**src/rtl/dram_dq_rx_edgelogic.sv**
```systemverilog
// dram_dq_rx_edgelogic: read-data capture for one DRAM DQ pad slice.
// A capture window opens a programmable number of cycles after a read command.
// In that window the rise/fall pad samples are paired into one word per clock
// and buffered in a 4-entry FIFO, which drains through a valid/ready handshake.
// Optional feature: define DRAM_RX_SCAN_EN to chain latency, burst and state
// registers into a scan path (scan_si -> scan_so).
module dram_dq_rx_edgelogic #(
   parameter int unsigned WIDTH = 4
) (
   input  logic               clk,
   input  logic               rst,
   input  logic               testmode_l,
   input  logic               rd_cmd_issue,
   input  logic [3:0]         rd_latency,
   input  logic [1:0]         rd_burst,
   input  logic [WIDTH-1:0]   pad_dq_rise,
   input  logic [WIDTH-1:0]   pad_dq_fall,
   output logic [2*WIDTH-1:0] rx_data,
   output logic               rx_valid,
   input  logic               rx_ready,
   output logic               rx_busy,
   output logic               rx_overflow,
   output logic               rd_cmd_err,
   input  logic               scan_si,
   input  logic               scan_se,
   output logic               scan_so
);

   localparam int unsigned DW    = 2 * WIDTH;
   localparam int unsigned DEPTH = 4;

   typedef enum logic [1:0] {
      S_IDLE    = 2'd0,
      S_WAIT    = 2'd1,
      S_CAPTURE = 2'd2
   } state_e;

   state_e        state_q, state_n;
   logic [3:0]    lat_q, lat_n;
   logic [1:0]    burst_q, burst_n;
   logic [3:0]    wait_cnt_q, wait_cnt_n;
   logic [1:0]    beat_cnt_q, beat_cnt_n;
   logic [3:0]    eff_lat;
   logic          cmd_ignored;
   logic          capture;
   logic          push;

   logic [DW-1:0] mem [DEPTH];
   logic [1:0]    wr_ptr, rd_ptr, rd_ptr_n;
   logic [2:0]    count, count_n;
   logic [DW-1:0] push_data, head_n;
   logic          pop, full, push_ok, overflow_evt;

   // Next-state logic: command acceptance, wait countdown, beat counting
   always_comb begin
      state_n     = state_q;
      lat_n       = lat_q;
      burst_n     = burst_q;
      wait_cnt_n  = wait_cnt_q;
      beat_cnt_n  = beat_cnt_q;
      cmd_ignored = 1'b0;
      capture     = 1'b0;
      eff_lat     = testmode_l ? rd_latency : 4'd0;
      case (state_q)
         S_IDLE: begin
            if (rd_cmd_issue) begin
               lat_n      = eff_lat;
               burst_n    = rd_burst;
               wait_cnt_n = eff_lat;
               beat_cnt_n = 2'd0;
               state_n    = (eff_lat == 4'd0) ? S_CAPTURE : S_WAIT;
            end
         end
         S_WAIT: begin
            cmd_ignored = rd_cmd_issue;
            wait_cnt_n  = wait_cnt_q - 4'd1;
            if (wait_cnt_q <= 4'd1) begin
               wait_cnt_n = 4'd0;
               beat_cnt_n = 2'd0;
               state_n    = S_CAPTURE;
            end
         end
         S_CAPTURE: begin
            capture = 1'b1;
            if (beat_cnt_q == burst_q) begin
               beat_cnt_n = 2'd0;
               if (rd_cmd_issue) begin
                  // back-to-back burst accepted on the final beat
                  lat_n      = eff_lat;
                  burst_n    = rd_burst;
                  wait_cnt_n = eff_lat;
                  state_n    = (eff_lat == 4'd0) ? S_CAPTURE : S_WAIT;
               end else begin
                  state_n = S_IDLE;
               end
            end else begin
               cmd_ignored = rd_cmd_issue;
               beat_cnt_n  = beat_cnt_q + 2'd1;
            end
         end
         default: begin
            state_n = S_IDLE;
         end
      endcase
   end

`ifdef DRAM_RX_SCAN_EN
   logic [7:0] scan_chain, scan_shift;
   assign scan_chain = {state_q, burst_q, lat_q};
   assign scan_shift = {scan_chain[6:0], scan_si};
   assign scan_so    = scan_chain[7];
   assign push       = capture & ~scan_se;
`else
   // latched latency is only observable through the scan chain
   logic scan_unused;
   assign scan_unused = ^{scan_si, scan_se, lat_q};
   assign scan_so     = 1'b0;
   assign push        = capture;
`endif

   // Control registers: state, latched L/B, counters, busy and command-error flag
   always_ff @(posedge clk) begin
      if (rst) begin
         state_q    <= S_IDLE;
         lat_q      <= 4'd0;
         burst_q    <= 2'd0;
         wait_cnt_q <= 4'd0;
         beat_cnt_q <= 2'd0;
         rx_busy    <= 1'b0;
         rd_cmd_err <= 1'b0;
`ifdef DRAM_RX_SCAN_EN
      end else if (scan_se) begin
         state_q <= state_e'(scan_shift[7:6]);
         burst_q <= scan_shift[5:4];
         lat_q   <= scan_shift[3:0];
         rx_busy <= (scan_shift[7:6] != 2'd0);
`endif
      end else begin
         state_q    <= state_n;
         lat_q      <= lat_n;
         burst_q    <= burst_n;
         wait_cnt_q <= wait_cnt_n;
         beat_cnt_q <= beat_cnt_n;
         rx_busy    <= (state_n != S_IDLE);
         if (cmd_ignored) rd_cmd_err <= 1'b1;
      end
   end

   // FIFO control: push/pop qualification and registered next head entry
   always_comb begin
      push_data    = {pad_dq_fall, pad_dq_rise};
      pop          = rx_valid & rx_ready;
      full         = (count == 3'd4);
      push_ok      = push & (~full | pop);
      overflow_evt = push & full & ~pop;
      rd_ptr_n     = pop ? rd_ptr + 2'd1 : rd_ptr;
      count_n      = count + 3'(push_ok) - 3'(pop);
      head_n       = (push_ok && (wr_ptr == rd_ptr_n)) ? push_data : mem[rd_ptr_n];
   end

   // FIFO pointers, occupancy, registered head and sticky overflow
   always_ff @(posedge clk) begin
      if (rst) begin
         wr_ptr      <= 2'd0;
         rd_ptr      <= 2'd0;
         count       <= 3'd0;
         rx_valid    <= 1'b0;
         rx_data     <= '0;
         rx_overflow <= 1'b0;
      end else begin
         if (push_ok) wr_ptr <= wr_ptr + 2'd1;
         rd_ptr   <= rd_ptr_n;
         count    <= count_n;
         rx_valid <= (count_n != 3'd0);
         if (count_n != 3'd0) rx_data <= head_n;
         if (overflow_evt) rx_overflow <= 1'b1;
      end
   end

   // FIFO storage; stale entries are masked by the pointers after reset
   always_ff @(posedge clk) begin
      if (push_ok) mem[wr_ptr] <= push_data;
   end

endmodule

```
**config.mk**
```make
export PLATFORM = sky130hd
export DESIGN_NAME = dram_dq_rx_edgelogic
export DESIGN_NICKNAME = d
export VERILOG_FILES = /design/src/rtl/dram_dq_rx_edgelogic.sv
export SDC_FILE = /design/constraint.sdc
export NUM_CORES = 1
export LEC_CHECK = 0
export BUFFER_PORTS_ARGS = -buffer_cell sky130_fd_sc_hd__buf_2
export CORE_MARGIN = 8
export CORE_UTILIZATION = 50
export CTS_CLUSTER_DIAMETER = 120
export CTS_CLUSTER_SIZE = 40
export DETAILED_ROUTE_END_ITERATION = 10
export PLACE_DENSITY = 0.68
export SYNTH_ARGS = -nofsm -noshare
export SYNTH_HDL_FRONTEND = slang
export SYNTH_SLANG_ARGS = --single-unit
```
**constraint.sdc**
```tcl
create_clock -name clk -period 5.17 [get_ports clk]
set_clock_uncertainty 0.15 [all_clocks]
set_input_delay 1.034 -clock clk [delete_from_list [all_inputs] [get_ports clk]]
set_output_delay 1.034 -clock clk [all_outputs]
set_load 0.005 [all_outputs]
```
**After elaboration in Yosys (flattened, before gate mapping)**

Memories as Yosys holds them, arrays and structs flattened. A register that Yosys moved wholly into a read port is not among the register bits.
Cells that the tools add are included.

- Flip-flop bits (word level): 21
- Bits in writable memories: 32
- Bits of input ports: 21
- Output and inout port bits: 13
- Word-level logic and storage cells: 66
- Memories kept: 1

Memories:

| memory | words | width | read ports | clocked after memory_dff | wr ports | line | source |
|---|---|---|---|---|---|---|---|
| mem | 4 | 8 | 1 | 1 | 1 | 48 | `logic [DW-1:0] mem [DEPTH];` |

- Add/subtract/negate cells: 6
- $lt $le $gt $ge: 1
- Equality and inequality tests: 7
- Mux-type cells: 24
- Bitwise operators: 7
- Reductions and logical operators: 9

Operators with widths:

| kind | number |
|---|---|
| 2-to-1 mux 2 bit | 11 |
| 2-to-1 mux 4 bit | 4 |
| case mux 2 bit (3 select lines) | 2 |
| case mux 4 bit (3 select lines) | 1 |
| adder 2 x 1 -> 2 bit (second input constant) | 3 |
| != test 2 bit (second input constant) | 3 |
| nonzero test 3 bit | 2 |
| AND 1 bit | 4 |
| <= comparator 4 x 1 -> 1 bit (second input constant) | 1 |
| logical NOT 4 bit | 1 |
| 2-to-1 mux 1 bit | 4 |
| case mux 2 bit (2 select lines) | 1 |
| AND reduction 2 bit | 2 |
| nonzero test 2 bit | 2 |
| subtractor 4 x 1 -> 4 bit (second input constant) | 1 |
| adder 3 x 1 -> 3 bit | 1 |
| == test 3 bit (second input constant) | 1 |
| AND reduction 3 bit | 1 |
| subtractor 3 x 1 -> 3 bit | 1 |
| == test 2 x 1 -> 1 bit (second input constant) | 1 |
| == test 2 bit | 1 |
| == test 2 bit (second input constant) | 1 |
| logical NOT 2 bit | 1 |
| NOT 1 bit | 2 |
| 2 further kinds | 2 |

**Logic depth before layout (Yosys ltp)**

- Depth after elaboration: 7
- Gate-level depth with buffers: 16

**Worst setup path after synthesis**

OpenSTA, ideal clock, no wires.

- Path type: in2reg
- From: in rx_ready
- To: reg rx_data[0] (read register of mem)
- Data arrival time: 3.441 ns
- Required time: 4.898 ns
- Setup slack: 1.457 ns
- Stages on the path: 14
- Path through: nand2_2 a31oi_4 inv_1 ha_1 inv_1 ha_1 fa_1 xnor2_1 a21o_1 buf_6 inv_4 and2_4 buf_6 a221o_1

- Longest elaborated chain between the ends: 6

Ends and longest elaborated chain:

| what | line | source |
|---|---|---|
| from (decl) | 20 | `input logic rx_ready,` |
| AND 1 bit * | 152 | `pop = rx_valid & rx_ready;` |
| bitwise OR 1 bit | 154 | `push_ok = push & (~full \| pop);` |
| AND 1 bit | 154 |  |
| adder 3 x 1 -> 3 bit | 157 | `count_n = count + 3'(push_ok) - 3'(pop);` |
| subtractor 3 x 1 -> 3 bit | 157 |  |
| nonzero test 3 bit | 175 | `if (count_n != 3'd0) rx_data <= head_n;` |
| to (decl) | 18 | `output logic [2*WIDTH-1:0] rx_data,` |

Every way passes the cells marked *; elsewhere a longest branch is shown, timed or not.
A chain may end at the register's enable or synchronous reset.

**Worst setup path in the final report**

- From: in rx_ready
- To: reg rx_data[4] (read register of mem)

Same word-level chain as after synthesis.

==> metrics <==
Syn Inst Count=268; first-pass GRT wire length=10200 um; area leader, netlist=edfxtp_1; antenna-violating nets left=0; startpoint types=primary input; Die ar.=8730 um2; drt wl/cell=16.5 um; postcts setup bufs=0; mapped cell area=3000 um2; total CTS buffers=9; Maximum Capacitance Violations=0; number of synthesis warnings=0; post-cts sizing count=0; hold_sp=rd_cmd_err; DR pass1 iterations=4; critical path arrival=4.11 ns; Core ar.=5850 um2; DP HPWL=4190 um; Antenna diodes=0; clock sink total=61; buffers added on ports=30; count leader, synth=nor2_1; synthesized netlist net count=302; layout cells sized above 1=19.1%; deepest clock path buffer count=2; drt total wl=6230 um; PwrDens=453 nW/um2; flop-to-flop setup slack=1.49 ns; top cells by count, synth=nor2_1, edfxtp_1, dfxtp_1, a211oi_1, inv_1; global route overflow=0; period utilization=78.4%; Critical R2R Launch=state_q[0]; Die Ht=93.4 um; fraction of synthesis flops using an asynchronous set or reset pin=0%; drt drc=0; min cycle time layout=4.05 ns; Max Clk Rate=0.247 GHz; register area share after synthesis=51.4%; largest net degree at the start of global routing=26; Vias=2080; FF-to-FF End=rx_data[4]; die width=93.4 um; row count=28; worst-skew pair later-pin latency=0.32 ns; worst slew pin tran=0.793 ns; IO Pins=34; final hold viol count=0; Slowest cell on crit path=a21o_1; Total GRT Usage=15.3%; number of global-route vias before repair=2056; Final setup viols=0; Worst Path Required=5.23 ns; # fillers=475; Layout area overhead=12.0%; smallest hold slack=0.324 ns; initial core utilization=51.2%; hold buffer count at cts=0; leading post-synthesis cells by cell area=edfxtp_1, dfxtp_1, nor2_1; worst setup path startpoint=rx_ready; Yosys reg bits=61; Hold Path Stages=2; critical path cell sequence=buf_2 -> nand2_2 -> a31oi_4 -> inv_1 -> ha_1 -> inv_1 -> ha_1 -> fa_1 -> xnor2_1 -> a21o_1 -> inv_4 -> and2_4 -> a221o_1; Synth Area per Inst=11.2 um2; distinct cell type count after synthesis=47; clock slew at reported path FFs=0.06 ns; Reg area=1540 um2; Final Max Slew Viols=0; Max stage delay on crit path=0.45 ns; HP Class=reg2reg; Endpoint, Worst Hold=rd_cmd_err; clock root buffer=clkbuf_8; Multi-input gate area=1330 um2; Worst IR Drop VDD=0.236 mV; Pleak=1.29 nW; Max H-tree Level=3; Final TNS setup=0 ns; status=complete, no violations; Primary FF master, synth=edfxtp_1; CTS tree=built; antenna violations before repair=0; Max-slew headroom=46.9%; global placement routability congestion=0.818; Synth top area share=32.1%; nets=333; RSZ-0062 raised after global routing=no; Post-synth EDFFs=32; Setup CP Type=in2reg; worst r2r path cells=14; initial DRC count=124; routed vias/inst=5.50; critical path capture point type=flop; worst-path fanout max=19
==> state kept, by name, indices dropped and copies added (netlist names), 2 cells and up <==
name / cells
mem: 32
rx_data: 8
wait_cnt_q: 4
count: 3
beat_cnt_q: 2
burst_q: 2
rd_ptr: 2
state_q: 2
wr_ptr: 2
==> per-layer routing <==
layer	track usage, %	up-vias	part of all wire, %
met2	22.7	44	46
met5	0	-	0
li1	-	1043	-
met3	3.37	9	4.0
met1	20.1	984	48
met4	8.46	0	1.4
==> metrics by stage <==
stage	utilization (%)	instances	total power, W	area (um2)	setup slack (ns)
floorplan	-	268	0.00101	3000	1.46
global placement	54.3	363	0.00112	3180	0.855
finish	57.4	378	0.00152	3360	1.12
global route	57.4	378	0.00161	3360	0.900
detailed placement	54.3	363	0.00113	3180	0.779
CTS	57.4	378	0.00153	3360	1.12
==> report_power, final <==
part | total [W] | switching [W] | internal, W
combinational | 0.000483 | 0.000272 | 0.000211
sequential | 0.000638 | 0.0000568 | 0.000581
clock | 0.000400 | 0.000182 | 0.000218
==> how the worst max path moves through the flow <==
stage | to | slack [ns] | cells after the start
floorplan | rx_data[0] | 1.46 | 14
global placement | rx_data[2] | 0.86 | 13
detailed placement | rx_data[3] | 0.78 | 13
CTS | rx_data[4] | 1.12 | 13
global route | rx_data[6] | 0.90 | 13
finish | rx_data[4] | 1.12 | 13
==> critical path: cells and delay by family <==
| family | cells | cell delay (ns) |
|---|---|---|
| xor gates and xnor gates | 1 | 0.27 |
| buffers and inverters | 4 | 0.31 |
| and+or+nand+nor | 2 | 0.45 |
| AOI/OAI and AO/OA | 3 | 1.17 |
| adders and majority gates | 3 | 0.87 |
==> layout make-up <==
class                           count  share of cell area, %
Clock buffer                       10                   3.80
Sequential cell                    61                   45.9
Inverter                           15                   1.75
Timing Repair Buffer               31                   4.70
Multi-Input combinational cell    181                   39.5
Tap cell                           75                   2.80
Clock inverter                      5                   1.57
==> layout by cell type, fill, tap and decap left out, types with 2 or more instances in the layout <==
master / count
xor2_1: 3
nor2_1: 51
edfxtp_1: 32
a221o_1: 8
nor2b_1: 12
a21oi_1: 6
xnor2_1: 5
clkinv_2: 2
nand2_1: 8
o21ai_0: 6
clkbuf_8: 9
a21o_1: 2
a211oi_1: 16
mux2i_1: 5
nor3_1: 4
inv_1: 13
mux4_2: 8
dfxtp_1: 29
nor4_1: 8
and2_1: 4
buf_2: 30
o211ai_1: 2
ha_1: 12
or4_1: 2
==> logic make-up after synthesis <==
kind of cell / after synthesis / synth area share (%)
mux: 13 / 7.68
fa+ha+maj: 13 / 5.68
compound gates: 50 / 13.0
buf+inv: 26 / 4.34
other cells: 1 / 0.125
xor+xnor: 8 / 2.34
simple gates: 96 / 15.4
flops: 61 / 51.4
No activity file was read; power rests on OpenSTA's default activity.
